**src/rtl/bcd_ex3_seq_ctrl_if.sv**
```systemverilog
// Handshake bundle between a BCD producer, the sequencer and the Excess-3
// consumer.
//   in_valid/in_ready/bcd_in           : input word handshake
//   out_valid/out_ready                : result handshake
//   ex3_out/err/err_mask               : result payload
// slave  = the sequencer, master = producer/consumer side.
interface bcd_ex3_seq_ctrl_if #(
  parameter int unsigned DIGITS = 4
);
  localparam int unsigned W = 4 * DIGITS;

  logic              in_valid;
  logic              in_ready;
  logic [W-1:0]      bcd_in;
  logic              out_valid;
  logic              out_ready;
  logic [W-1:0]      ex3_out;
  logic              err;
  logic [DIGITS-1:0] err_mask;

  modport master (
    output in_valid, bcd_in, out_ready,
    input  in_ready, out_valid, ex3_out, err, err_mask
  );

  modport slave (
    input  in_valid, bcd_in, out_ready,
    output in_ready, out_valid, ex3_out, err, err_mask
  );
endinterface

```
**src/rtl/bcd_ex3_seq_ctrl.sv**
```systemverilog
// Time-shares one external 4-bit BCD->Excess-3 converter across a packed
// DIGITS-digit BCD word, LSD first, one digit per cycle.
//   clk, rst      : clock, asynchronous active-high reset
//   bus (slave)   : in/out valid-ready handshakes and packed result
//   conv_b        : digit presented to the shared converter (0 when not converting)
//   conv_ex3      : converter result for conv_b, same cycle
module bcd_ex3_seq_ctrl #(
  parameter int unsigned DIGITS = 4
) (
  input  logic                clk,
  input  logic                rst,
  bcd_ex3_seq_ctrl_if.slave   bus,
  output logic [3:0]          conv_b,
  input  logic [3:0]          conv_ex3
);
  localparam int unsigned W  = 4 * DIGITS;
  localparam int unsigned CW = (DIGITS > 1) ? $clog2(DIGITS) : 1;

  typedef enum logic [1:0] {IDLE, CONV, DONE} state_t;

  state_t            state_q, state_d;
  logic [CW-1:0]     cnt_q;
  logic [W-1:0]      cap_q;
  logic [W-1:0]      work_q;
  logic [DIGITS-1:0] wmask_q;
  logic [W-1:0]      ex3_q;
  logic [DIGITS-1:0] mask_q;
  logic              err_q;

  logic [3:0]        cur_digit;
  logic              cur_bad;
  logic              last;
  logic [W-1:0]      work_nxt;
  logic [DIGITS-1:0] wmask_nxt;

  // Digit selection and merge of the current converter result into the
  // working copy; invalid digits are forced to F and flagged.
  always_comb begin
    cur_digit = 4'h0;
    for (int i = 0; i < int'(DIGITS); i++) begin
      if (CW'(i) == cnt_q) cur_digit = cap_q[4*i +: 4];
    end
    cur_bad   = (cur_digit > 4'd9);
    last      = (cnt_q == CW'(DIGITS - 1));
    work_nxt  = work_q;
    wmask_nxt = wmask_q;
    for (int i = 0; i < int'(DIGITS); i++) begin
      if (CW'(i) == cnt_q) begin
        work_nxt[4*i +: 4] = cur_bad ? 4'hF : conv_ex3;
        wmask_nxt[i]       = cur_bad;
      end
    end
  end

  // State register
  always_ff @(posedge clk or posedge rst) begin
    if (rst) state_q <= IDLE;
    else     state_q <= state_d;
  end

  // Next-state logic
  always_comb begin
    state_d = state_q;
    unique case (state_q)
      IDLE:    if (bus.in_valid)  state_d = CONV;
      CONV:    if (last)          state_d = DONE;
      DONE:    if (bus.out_ready) state_d = IDLE;
      default: state_d = IDLE;
    endcase
  end

  // Datapath: capture, per-digit accumulation, publish on the final digit
  always_ff @(posedge clk or posedge rst) begin
    if (rst) begin
      cnt_q   <= '0;
      cap_q   <= '0;
      work_q  <= '0;
      wmask_q <= '0;
      ex3_q   <= '0;
      mask_q  <= '0;
      err_q   <= 1'b0;
    end else begin
      unique case (state_q)
        IDLE: begin
          if (bus.in_valid) begin
            cap_q   <= bus.bcd_in;
            cnt_q   <= '0;
            work_q  <= '0;
            wmask_q <= '0;
            ex3_q   <= '0;
            mask_q  <= '0;
            err_q   <= 1'b0;
          end
        end
        CONV: begin
          work_q  <= work_nxt;
          wmask_q <= wmask_nxt;
          // Counter holds at the last digit instead of wrapping.
          if (!last) cnt_q <= cnt_q + CW'(1);
          if (last) begin
            ex3_q  <= work_nxt;
            mask_q <= wmask_nxt;
            err_q  <= |wmask_nxt;
          end
        end
        default: ;
      endcase
    end
  end

  // Handshake flags are state decodes; conv_b is idle-zero outside CONV.
  assign bus.in_ready  = (state_q == IDLE);
  assign bus.out_valid = (state_q == DONE);
  assign bus.ex3_out   = ex3_q;
  assign bus.err_mask  = mask_q;
  assign bus.err       = err_q;
  assign conv_b        = (state_q == CONV) ? cur_digit : 4'h0;

endmodule

```
**src/flat_wrapper.sv**
```systemverilog
// flat-port wrapper written by rule: the top's interface ports become plain ports
module bcd_ex3_seq_ctrl_flat 
#(
  parameter int unsigned DIGITS = 4
)
  (clk, rst, conv_b, conv_ex3, bus_in_valid, bus_bcd_in, bus_out_ready, bus_in_ready, bus_out_valid, bus_ex3_out, bus_err, bus_err_mask);
  bcd_ex3_seq_ctrl_if #(.DIGITS(DIGITS)) bus_i ();
  input  logic clk;
  input  logic rst;
  output logic [3:0] conv_b;
  input  logic [3:0] conv_ex3;
  input wire logic [$bits(bus_i.in_valid)-1:0] bus_in_valid;
  input wire logic [$bits(bus_i.bcd_in)-1:0] bus_bcd_in;
  input wire logic [$bits(bus_i.out_ready)-1:0] bus_out_ready;
  output wire logic [$bits(bus_i.in_ready)-1:0] bus_in_ready;
  output wire logic [$bits(bus_i.out_valid)-1:0] bus_out_valid;
  output wire logic [$bits(bus_i.ex3_out)-1:0] bus_ex3_out;
  output wire logic [$bits(bus_i.err)-1:0] bus_err;
  output wire logic [$bits(bus_i.err_mask)-1:0] bus_err_mask;
  assign bus_i.in_valid = bus_in_valid;
  assign bus_i.bcd_in = bus_bcd_in;
  assign bus_i.out_ready = bus_out_ready;
  assign bus_in_ready = bus_i.in_ready;
  assign bus_out_valid = bus_i.out_valid;
  assign bus_ex3_out = bus_i.ex3_out;
  assign bus_err = bus_i.err;
  assign bus_err_mask = bus_i.err_mask;
  bcd_ex3_seq_ctrl #(.DIGITS(DIGITS)) u_core (.clk(clk), .rst(rst), .bus(bus_i), .conv_b(conv_b), .conv_ex3(conv_ex3));
endmodule
```
**config.mk**
```make
export PLATFORM = sky130hd
export DESIGN_NAME = bcd_ex3_seq_ctrl_flat
export DESIGN_NICKNAME = d
export VERILOG_FILES = /design/src/rtl/bcd_ex3_seq_ctrl_if.sv /design/src/rtl/bcd_ex3_seq_ctrl.sv /design/src/flat_wrapper.sv
export SDC_FILE = /design/constraint.sdc
export NUM_CORES = 1
export LEC_CHECK = 0
export BUFFER_PORTS_ARGS = -buffer_cell sky130_fd_sc_hd__buf_4
export CAP_MARGIN = 20
export CORE_MARGIN = 5
export CORE_UTILIZATION = 25
export DETAILED_ROUTE_END_ITERATION = 10
export SLEW_MARGIN = 5
export SYNTH_ARGS = -nofsm -noshare
export SYNTH_HDL_FRONTEND = slang
export SYNTH_SLANG_ARGS = --single-unit
```
**constraint.sdc**
```tcl
create_clock -name clk -period 5 [get_ports clk]
set_input_delay 1 -clock clk [delete_from_list [all_inputs] [get_ports clk]]
set_output_delay 1 -clock clk [all_outputs]
set_load 0.02 [all_outputs]
```
* After elaboration in Yosys (flattened, before gate mapping)
Index checks and enable logic that the tools add are counted.
** Operators by class
- Add/subtract/negate cells :: 1
- Order comparisons :: 1
- Eq/ne operators :: 10
- Multiplexer cells :: 32
- Reduce and logical (&&, ||, !) cells :: 9
** Operators by type and width (count)
- $pmux W16 S2 :: 2
- $mux W4 :: 12
- $mux W16 :: 2
- $pmux W4 S2 :: 2
- $mux W2 :: 5
- $reduce_and A3 Y1 :: 3
- $mux W1 :: 6
- $ne A2 B2 Y1 const B :: 3
- $pmux W2 S3 :: 1
- $eq A2 B2 Y1 const A :: 2
- $eq A2 B2 Y1 const B :: 2
- $gt A4 B4 Y1 const B :: 1
- $logic_not A2 Y1 :: 2
- $pmux W2 S2 :: 1
- $reduce_and A2 Y1 :: 2
- $reduce_or A4 Y1 :: 1
- $add A2 B1 Y2 const B :: 1
- $eq A1 B2 Y1 const A :: 1
- $eq A2 B1 Y1 const B :: 1
- $ne A2 B1 Y1 const B :: 1
- $pmux W1 S2 :: 1
- $reduce_bool A2 Y1 :: 1
** Storage, ports and cells
- Flip-flop bits (word level) :: 61
- Input port bits :: 24
- Output and inout port bits :: 27
- Logic and storage cells :: 61

* Depth between registers and ports, before layout
Gate-level depths: netlist of run 1.
- Depth in word-level cells :: 10
- Depth in mapped cells :: 8
- Depth with buffers taken out :: 6

* Worst setup path before layout of run 1
Ideal clock, no wire load.
- Path kind :: register -> output
- From :: register u_core.cnt_q[0]
- To :: output port conv_b[0]
- Data arrival time :: 1.623 ns
- Required time :: 4.000 ns
- Path slack :: 2.377 ns
- Cell stages (with the launch flop) :: 8
- Buffers on the path :: 1
- Cell sequence :: dfrtp_1 -> inv_1 -> ha_1 -> clkbuf_1 -> clkinv_1 -> o211ai_1 -> o211ai_1 -> a21oi_1
** On the way
- Word-level cells in the longest chain between the ends :: 6
- Elaborated cells on any way between the ends :: 9
- Those cells by class :: eq/ne (3); mux (5); reduce/logical (1)
** Ends and longest elaborated chain
- start: declaration :: line bcd_ex3_seq_ctrl.sv:22 : logic [CW-1:0] cnt_q;
- start signal: assignment :: line bcd_ex3_seq_ctrl.sv:99 : if (!last) cnt_q <= cnt_q + CW'(1);
- $logic_not A2 Y1 :: line bcd_ex3_seq_ctrl.sv:41 : if (CW'(i) == cnt_q) cur_digit = cap_q[4*i +: 4];
- $mux W4 (3 in a row) :: line bcd_ex3_seq_ctrl.sv:41
- $mux W4 (*) :: line bcd_ex3_seq_ctrl.sv:41
- $mux W4 (*) :: line bcd_ex3_seq_ctrl.sv:117 : assign conv_b = (state_q == CONV) ? cur_digit : 4'h0;
- end: declaration :: line flat_wrapper.sv:10 : output logic [3:0] conv_b;
Every way passes the cells marked *; elsewhere a longest branch is shown, timed or not.

* Final worst setup path of run 1
Ends and elaborated chain as after synthesis.

==> impl_metrics.py, run 1 <==
metrics = {
    "synth": {
        "synth_warnings": 0,
        "synth-async-reset-ratio_pct": 100.0,
        "synth_cell_types": 36,
        "syn_area_sq_um": 2740,
        "synth_edf_count": 0,
        "synth_top_cell_by_area": "dfrtp_1",
        "synthesis.nets": 299,
        "syn_area_per_cell_sq_um": 10.11,
        "yosysTopAreaCellShare_pct": 51.14,
        "synthTopCellsByArea": "dfrtp_1 (51%), mux2_2 (5.8%), o21ai_0 (5.3%), a32oi_1 (4.5%), nor2_1 (3.8%)",
        "synth_seq_area_share_pct": 51.14,
        "synth_seq_cells": 56,
        "synthFlopType": "dfrtp_1",
        "synthCells": 271,
    },
    "die": {
        "die_area_sq_um": 13150,
        "num_rows": 38,
        "ioPinCount": 51,
        "start_util_pct": 25.39,
        "core_area_sq_um": 10790,
        "die_y_um": 114.7,
        "fp.dieW_um": 114.7,
    },
    "setup_path": {
        "cp_slowest_cell": "ha_1",
        "cpPeakStageDelay_ps": 510,
        "critPathLaunchType": "register",
        "cp.required_ps": 4000,
        "critical_path_arrival_ps": 2440,
        "cp_max_fo": 17,
        "crit_path_cell_trace": "inv_1, ha_1, clkinv_1, o211ai_1, o211ai_1, a21oi_1, buf_4",
        "crit_top_cell": "o211ai_1",
        "crit_path_end_kind": "primary output",
        "crit_type": "reg -> out",
    },
    "final_layout": {
        "num-fill-cells": 1105,
        "final_layout_size_suffix_gt1_share_pct": 26.71,
        "final_common_cell": "dfrtp_1",
        "fin_cells": 447,
        "final_cell_mix": "dfrtp_1 (56), buf_4 (53), o21ai_0 (29)",
        "nets": 334,
        "antenna_cells": 0,
        "area_growth_pct": 19.63,
    },
    "pwr": {
        "p_int_uw": 1268,
        "power.density_nw_per_um2": 706.5,
        "pwr-share-comb_pct": 55.1,
        "clkPwrFrac_pct": 10.9,
        "power.switching_uw": 1048,
        "power_frac_seq_pct": 34.0,
        "switching_share_pct": 45.24,
        "p_leak_uw": 0.001436,
        "ir_drop_v": 0.0003216,
    },
    "route": {
        "wl_um": 6904,
        "drt-initial-drc-count": 125,
        "via_per_inst": 4.852,
        "route.detailed.drc": 0,
        "wl_per_cell_um": 15.45,
        "drtAntennaViolNets": 0,
        "vias": 2169,
        "drt-pass1-iter-count": 4,
    },
    "cts": {
        "cts_tree": "yes",
        "numCtsBuffers": 5,
        "clk_path_buf_depth": 2,
        "root_buffer": "clkbuf_8",
        "htreeDepth": 2,
        "clkLatencyLatePin_ps": 300,
        "clkSlewWorstSetupHoldPaths_ps": 100,
        "cts.sinks": 56,
        "post-cts-setup-buffers": 0,
        "cts-hold-fix-buffers": 0,
        "cts_resized": 0,
    },
    "hold_path": {
        "min_path_type": "reg -> reg",
    },
    "sta": {
        "max_freq_mhz": 290.5,
        "setup_viol": 0,
        "fin_crit_ps": 3443,
        "period_share_pct": 68.85,
        "slew_headroom_pct": 28.37,
        "drv_slew": 0,
        "fin_setup_tns_ps": 0,
        "skew_ps": 8.581,
        "worst_pin_slew_ps": 1074,
        "rsz0062_at_grt": "no",
        "finalHoldViolCount": 0,
    },
    "global_route": {
        "antenna_found_initial": 0,
        "grt_use_total_pct": 10.82,
        "grt_pass1_vias": 2203,
        "overflow": 0,
        "grt_max_degree": 57,
        "grt_pass1_wl_um": 11540,
    },
    "flow_run": {
        "drv_cap": 0,
    },
    "placed_design": {
        "dp_cells": 439,
        "port-buffer-count": 50,
        "dp_hpwl_um": 4854,
        "gp_congestion": 0.7487,
    },
    "run_status": {
        "status": "completed",
    },
}
-- layer usage --
| metal | vias to the layer above | global-route usage [%] | wire length (um) |
|---|---|---|---|
| met4 | 0 | 3.208 | 124 |
| li1 | 1044 | - | - |
| met3 | 8 | 2.590 | 339 |
| met5 | - | 0 | 0 |
| met2 | 50 | 16.69 | 3190 |
| met1 | 1067 | 15.06 | 3250 |
-- cell usage after synthesis, drive strengths merged, types with 5 or more instances --
master,instances
a22oi,5
a2bb2oi,12
mux2,14
buf,16
clkbuf,9
nor2,28
a31oi,12
dfrtp,56
a32oi,14
nand2,28
inv,11
o21ai,30
-- power by group through the flow --
stage | Clock, uW | Combinational [uW] | Sequential [uW]
detailed placement | 0 | 1280 | 794
global route | 284 | 1410 | 815
finish | 253 | 1280 | 786
global placement | 0 | 1260 | 790
floorplan | 0 | 869 | 849
CTS | 262 | 1290 | 787
-- metrics by stage --
step                      setup WS (ps)  cell area [sq um]  power (uW)  utilization, %  hold slack [ps]
after floorplan                    2377               2740        1718               -            442.2
after global placement             2026               3184        2052           29.50            454.1
after detailed placement           1953               3184        2079           29.50            464.1
after CTS                          1586               3278        2339           30.37            487.2
after global routing               1281               3278        2512           30.37            519.4
final                              1557               3278        2316           30.37            483.1
-- kinds of logic after synthesis --
group | after synthesis | synth area share [%]
buf+inv | 37 | 6.347
mux | 15 | 6.119
fa+ha+maj | 4 | 1.827
simple gates | 71 | 11.46
compound gates | 88 | 23.10
flops | 56 | 51.14
-- layout make-up --
type | instances | area, sq um | area share (%)
sequential | 56 | 1401 | 42.75
multi-input combinational | 178 | 1165 | 35.53
timing repair buffer | 53 | 397.9 | 12.14
tap | 140 | 175.2 | 5.344
clock buffer | 7 | 86.33 | 2.634
inverter | 12 | 45.04 | 1.374
clock inverter | 1 | 7.507 | 0.2290
-- worst paths after layout --
kind / endpoint / start / depth (start not counted) / slack [ps]
setup / recovery: conv_b[0] / u_core.cnt_q[0]$_DFFE_PP0P_ / 7 / 1560
hold reg to reg: u_core.wmask_q[0]$_DFFE_PP0P_ / u_core.wmask_q[0]$_DFFE_PP0P_ / 2 / 480
min in group asynchronous: u_core.cap_q[10]$_DFFE_PP0P_ / rst / 3 / 890
hold / removal: u_core.wmask_q[0]$_DFFE_PP0P_ / u_core.wmask_q[0]$_DFFE_PP0P_ / 2 / 480
max in group asynchronous: u_core.bus.err_mask[3]$_DFFE_PP0P_ / rst / 3 / 3620
setup reg to reg: u_core.bus.err_mask[2]$_DFFE_PP0P_ / u_core.cnt_q[1]$_DFFE_PP0P_ / 7 / 2640
-- flip-flops by register name, indices dropped and copies added, names as in the netlist --
register,count
u_core.cnt_q,2
u_core.work_q,12
u_core.bus.err_mask,4
u_core.state_q,2
u_core.wmask_q,3
u_core.bus.err,1
u_core.bus.ex3_out,16
u_core.cap_q,16
-- critical path, delay by kind of cell (launching register included) --
family                     cells  cell delay [ps]
adders and majority gates      1              510
DFF                            1              430
buffers and inverters          3              690
AOI/OAI and AO/OA              3              520
No activity file was read; power rests on OpenSTA's default activity.
==> run 2: changes to the inputs <==
==> constraint.sdc (replaced) <==
create_clock -name clk -period 3.4 [get_ports clk]
set_input_delay 0.68 -clock clk [delete_from_list [all_inputs] [get_ports clk]]
set_output_delay 0.68 -clock clk [all_outputs]
set_load 0.02 [all_outputs]
==> impl_metrics.py, run 2 (synthesis gave the netlist of run 1 again) <==
metrics = {
    "sta": {
        "max_freq_mhz": 322.5,
        "fin_crit_ps": 3100,
        "period_share_pct": 91.19,
        "rsz0062_at_grt": "no",
        "slew_headroom_pct": 47.81,
        "setup_viol": 0,
        "finalHoldViolCount": 0,
        "fin_setup_tns_ps": 0,
        "skew_ps": 8.037,
        "worst_pin_slew_ps": 782.8,
        "drv_slew": 0,
    },
    "die": {
        "die_area_sq_um": 13150,
        "fp.dieW_um": 114.7,
        "core_area_sq_um": 10790,
        "ioPinCount": 51,
        "num_rows": 38,
        "die_y_um": 114.7,
        "start_util_pct": 25.39,
    },
    "global_route": {
        "grt_pass1_vias": 2196,
        "grt.busiest_layer": "met2",
        "overflow": 0,
        "grt_max_degree": 57,
        "met3_usage_pct": 2.748,
        "met1_usage_pct": 14.46,
        "antenna_found_initial": 0,
        "grt_use_total_pct": 10.94,
        "met2_usage_pct": 17.38,
        "grt_pass1_wl_um": 11500,
    },
    "final_layout": {
        "area_growth_pct": 20.05,
        "num-fill-cells": 1104,
        "multi_input_comb_area_sq_um": 1165,
        "final_layout_size_suffix_gt1_share_pct": 26.62,
        "finish.instance_area_sq_um": 3289,
        "final_common_cell": "dfrtp_1",
        "antenna_cells": 0,
        "nets": 335,
        "fin_cells": 448,
        "final_cell_mix": "dfrtp_1 (56), buf_4 (53), o21ai_0 (29)",
        "seq_area_sq_um": 1401,
    },
    "route": {
        "vias": 2199,
        "drt-initial-drc-count": 89,
        "drt-pass1-iter-count": 4,
        "route.detailed.drc": 0,
        "wl_um": 7017,
        "drtAntennaViolNets": 0,
        "wl_per_cell_um": 15.66,
        "via_per_inst": 4.908,
    },
    "pwr": {
        "p_total_uw": 3435,
        "ir_drop_v": 0.0003428,
        "power.density_nw_per_um2": 1044,
        "p_leak_uw": 0.001444,
    },
    "cts": {
        "clkLatencyLatePin_ps": 310,
        "cts_resized": 0,
        "cts.sinks": 56,
        "cts-hold-fix-buffers": 0,
        "clkSlewWorstSetupHoldPaths_ps": 90,
        "cts_tree": "yes",
        "numCtsBuffers": 5,
        "root_buffer": "clkbuf_8",
        "clk_path_buf_depth": 2,
        "post-cts-setup-buffers": 0,
        "htreeDepth": 2,
    },
    "setup_path": {
        "timing.rr.start": "u_core.cnt_q[1]$_DFFE_PP0P_",
        "startpoint": "u_core.cnt_q[0]$_DFFE_PP0P_",
        "cp_max_fo": 17,
        "crit_type": "reg -> out",
        "crit_path_end_kind": "primary output",
        "critical_path_arrival_ps": 2420,
        "cp.required_ps": 2720,
        "critPathLaunchType": "register",
    },
    "placed_design": {
        "dp_hpwl_um": 4907,
        "gp_congestion": 0.7476,
        "port-buffer-count": 50,
        "dpl_cell_area_sq_um": 3184,
        "dp_cells": 439,
    },
    "hold_path": {
        "hold_start": "u_core.bus.err_mask[3]$_DFFE_PP0P_",
        "min_path_type": "reg -> reg",
    },
    "flow_run": {
        "drv_cap": 0,
    },
    "run_status": {
        "status": "completed",
    },
}
[run 2: final cells by class]
type / instances / share of cell area [%]
Multi-Input combinational cell: 178 / 35.41
Sequential cell: 56 / 42.60
Inverter: 12 / 1.369
Clock buffer: 8 / 2.739
Timing Repair Buffer: 54 / 12.55
Tap cell: 140 / 5.325
[run 2: path summary, 6_finish.rpt]
path	to	slack, ps	cells past startpoint
worst max register to register	u_core.bus.err_mask[2]$_DFFE_PP0P_	1020	7
worst min register to register	u_core.bus.err_mask[3]$_DFFE_PP0P_	500	2
max in group asynchronous	u_core.bus.err_mask[3]$_DFFE_PP0P_	2360	3
worst min-delay path	u_core.bus.err_mask[3]$_DFFE_PP0P_	500	2
worst max-delay path	conv_b[0]	300	7
min in group asynchronous	u_core.cap_q[11]$_DFFE_PP0P_	560	3
[run 2: stage by stage]
step / util (%) / worst slack, ps / hold WS (ps)
global placement: 29.50 / 745.1 / 454.1
detailed placement: 29.50 / 644.4 / 481.9
CTS: 30.34 / 279.9 / 508.1
finish: 30.48 / 299.6 / 497.9
floorplan: - / 1097 / 442.2
global route: 30.48 / 72.80 / 526.0
[run 2: critical path, cell delays in order (launching register included)]
cell and delay (ps):
dfrtp_1 440, inv_1 100, ha_1 500, clkinv_1 400, o211ai_1 180, o211ai_1 110, a21oi_1 210, buf_4 180
[run 2: where the power goes]
part / internal (uW) / total (uW) / switching, uW
logic: 753 / 1900 / 1150
clock network: 167 / 377 / 210
registers: 962 / 1160 / 194
total: 1880 / 3430 / 1550
[run 2: routing by layer]
layer / part of all wire (%) / vias up
met5: 0 / -
met3: 5.3 / 10
met2: 47 / 52
met4: 1.8 / 0
met1: 46 / 1095
li1: - / 1042
==> run 3: changes to the inputs <==
--- a/config.mk
+++ b/config.mk
@@ -10,6 +10,7 @@
 export CORE_MARGIN = 5
 export CORE_UTILIZATION = 25
 export DETAILED_ROUTE_END_ITERATION = 10
+export RECOVER_POWER = 25
 export SLEW_MARGIN = 5
 export SYNTH_ARGS = -nofsm -noshare
 export SYNTH_HDL_FRONTEND = slang
==> impl_metrics.py, run 3 (synthesis gave the netlist of run 1 again) <==
metrics = {
    "global_route": {
        "antenna_found_initial": 0,
        "grt_pass1_vias": 2196,
        "grt_max_degree": 57,
        "overflow": 0,
        "grt_use_total_pct": 10.94,
        "grt_pass1_wl_um": 11500,
    },
    "sta": {
        "rsz0062_at_grt": "no",
        "skew_ps": 8.023,
        "max_freq_mhz": 322.5,
        "finalHoldViolCount": 0,
        "fin_crit_ps": 3100,
        "slew_headroom_pct": 7.724,
        "fin_setup_tns_ps": 0,
        "worst_pin_slew_ps": 1384,
        "drv_slew": 0,
        "setup_viol": 0,
        "whs_ps": 497.9,
        "period_share_pct": 91.19,
    },
    "pwr": {
        "p_int_uw": 1882,
        "switching_share_pct": 45.18,
        "clkPwrFrac_pct": 11.0,
        "p_leak_uw": 0.001445,
        "power.density_nw_per_um2": 1044,
        "power.switching_uw": 1551,
        "power_frac_seq_pct": 33.7,
        "ir_drop_v": 0.0003413,
        "pwr-share-comb_pct": 55.3,
    },
    "die": {
        "start_util_pct": 25.39,
        "num_rows": 38,
        "die_y_um": 114.7,
        "fp.dieW_um": 114.7,
        "ioPinCount": 51,
        "die_area_sq_um": 13150,
        "core_area_sq_um": 10790,
    },
    "route": {
        "drt-initial-drc-count": 89,
        "drtAntennaViolNets": 0,
        "via_per_inst": 4.891,
        "route.detailed.drc": 0,
        "vias": 2191,
        "wl_per_cell_um": 15.65,
        "drt-pass1-iter-count": 4,
        "wl_um": 7009,
    },
    "hold_path": {
        "holdPathEnd": "u_core.bus.err_mask[3]$_DFFE_PP0P_",
        "hold_start": "u_core.bus.err_mask[3]$_DFFE_PP0P_",
        "min_path_type": "reg -> reg",
        "hold_path_depth": 2,
    },
    "setup_path": {
        "cp.required_ps": 2720,
        "worstRegToRegCells": 7,
        "timing.rr.end": "u_core.bus.err_mask[2]$_DFFE_PP0P_",
        "crit_type": "reg -> out",
        "cp_num_buf_inv": 3,
        "crit_path_cell_trace": "inv_1, ha_1, clkinv_1, o211ai_1, o211ai_1, a21oi_1, buf_4",
        "crit_top_cell": "o211ai_1",
        "cp_max_fo": 17,
        "timing.rr.start": "u_core.cnt_q[1]$_DFFE_PP0P_",
        "path_delay_family": "buffers and inverters",
        "critical_path_arrival_ps": 2420,
        "reg2reg_slack_ps": 1030,
        "crit_path_end_kind": "primary output",
        "cpPeakStageDelay_ps": 500,
        "critPathLaunchType": "register",
        "cp_slowest_cell": "ha_1",
    },
    "cts": {
        "cts.sinks": 56,
        "cts_tree": "yes",
        "root_buffer": "clkbuf_8",
        "clk_path_buf_depth": 2,
        "cts-hold-fix-buffers": 0,
        "numCtsBuffers": 5,
        "post-cts-setup-buffers": 0,
        "cts_resized": 0,
        "htreeDepth": 2,
        "clkLatencyLatePin_ps": 310,
        "clkSlewWorstSetupHoldPaths_ps": 90,
    },
    "final_layout": {
        "area_growth_pct": 19.95,
        "nets": 335,
        "final_cell_mix": "dfrtp_1 (56), buf_4 (51), o21ai_0 (29)",
        "fin_util_pct": 30.45,
        "finish.instance_area_sq_um": 3287,
        "final_common_cell": "dfrtp_1",
        "final_layout_size_suffix_gt1_share_pct": 26.30,
        "seq_area_sq_um": 1401,
        "num-fill-cells": 1104,
        "multi_input_comb_area_sq_um": 1165,
        "antenna_cells": 0,
        "fin_cells": 448,
    },
    "run_status": {
        "status": "completed",
    },
    "placed_design": {
        "dpl_cell_area_sq_um": 3184,
        "gp_congestion": 0.7476,
        "dp_hpwl_um": 4907,
        "dp_cells": 439,
        "port-buffer-count": 50,
    },
    "flow_run": {
        "drv_cap": 0,
    },
}
[run 3: cell count changes in the layout (fill, tap and decap cells not counted)]
cell / change
inv_2: -1
buf_4: -2
clkbuf_2: +1
inv_1: +1
clkbuf_4: +1
[run 3: final cells by class]
| cell class | count | share of cell area (%) |
|---|---|---|
| inverter | 12 | 1.370 |
| tap | 140 | 5.329 |
| clock buffer | 8 | 2.741 |
| timing repair buffer | 54 | 12.49 |
| sequential | 56 | 42.63 |
| multi-input combinational | 178 | 35.44 |
[run 3: layer usage]
layer  global-route usage [%]  up-vias  routed length, um  part of all wire [%]
met4                    3.834        0                123                   1.8
li1                         -     1042                  -                     -
met5                        0        -                  0                     0
met1                    14.46     1091               3220                    46
met2                    17.38       48               3303                    47
met3                    2.748       10                361                   5.2
[run 3: per-stage QoR]
stage,power (uW),setup WS [ps]
floorplan,2526,1097
global placement,3017,745.1
detailed placement,3068,644.4
CTS,3454,279.9
global route,3710,72.80
finish,3433,299.6
[run 3: worst max path at each step]
stage | from | end | slack (ps) | cells after the start
2_1_floorplan | u_core.cnt_q[0]$_DFFE_PP0P_ | conv_b[0] | 1100 | 7
3_3_place_gp | u_core.cnt_q[0]$_DFFE_PP0P_ | conv_b[0] | 750 | 7
3_5_place_dp | u_core.cnt_q[0]$_DFFE_PP0P_ | conv_b[0] | 640 | 7
4_1_cts | u_core.cnt_q[0]$_DFFE_PP0P_ | conv_b[0] | 280 | 7
5_1_grt | u_core.cnt_q[0]$_DFFE_PP0P_ | conv_b[0] | 70 | 7
6_report | u_core.cnt_q[0]$_DFFE_PP0P_ | conv_b[0] | 300 | 7
[run 3: worst register-to-register path, stage by stage (launching register included)]
cell	delay, ps
dfrtp_1	410
inv_1	110
ha_1	550
a211oi_1	150
a221oi_1	420
o21ai_2	110
buf_4	260
o31ai_1	260
[run 3: power by group through the flow]
stage,Sequential [uW],Combinational (uW),Clock [uW]
5_1_grt,1210,2090,412
3_5_place_dp,1170,1900,0
6_report,1160,1900,377
3_3_place_gp,1160,1850,0
4_1_cts,1160,1900,391
2_1_floorplan,1250,1280,0
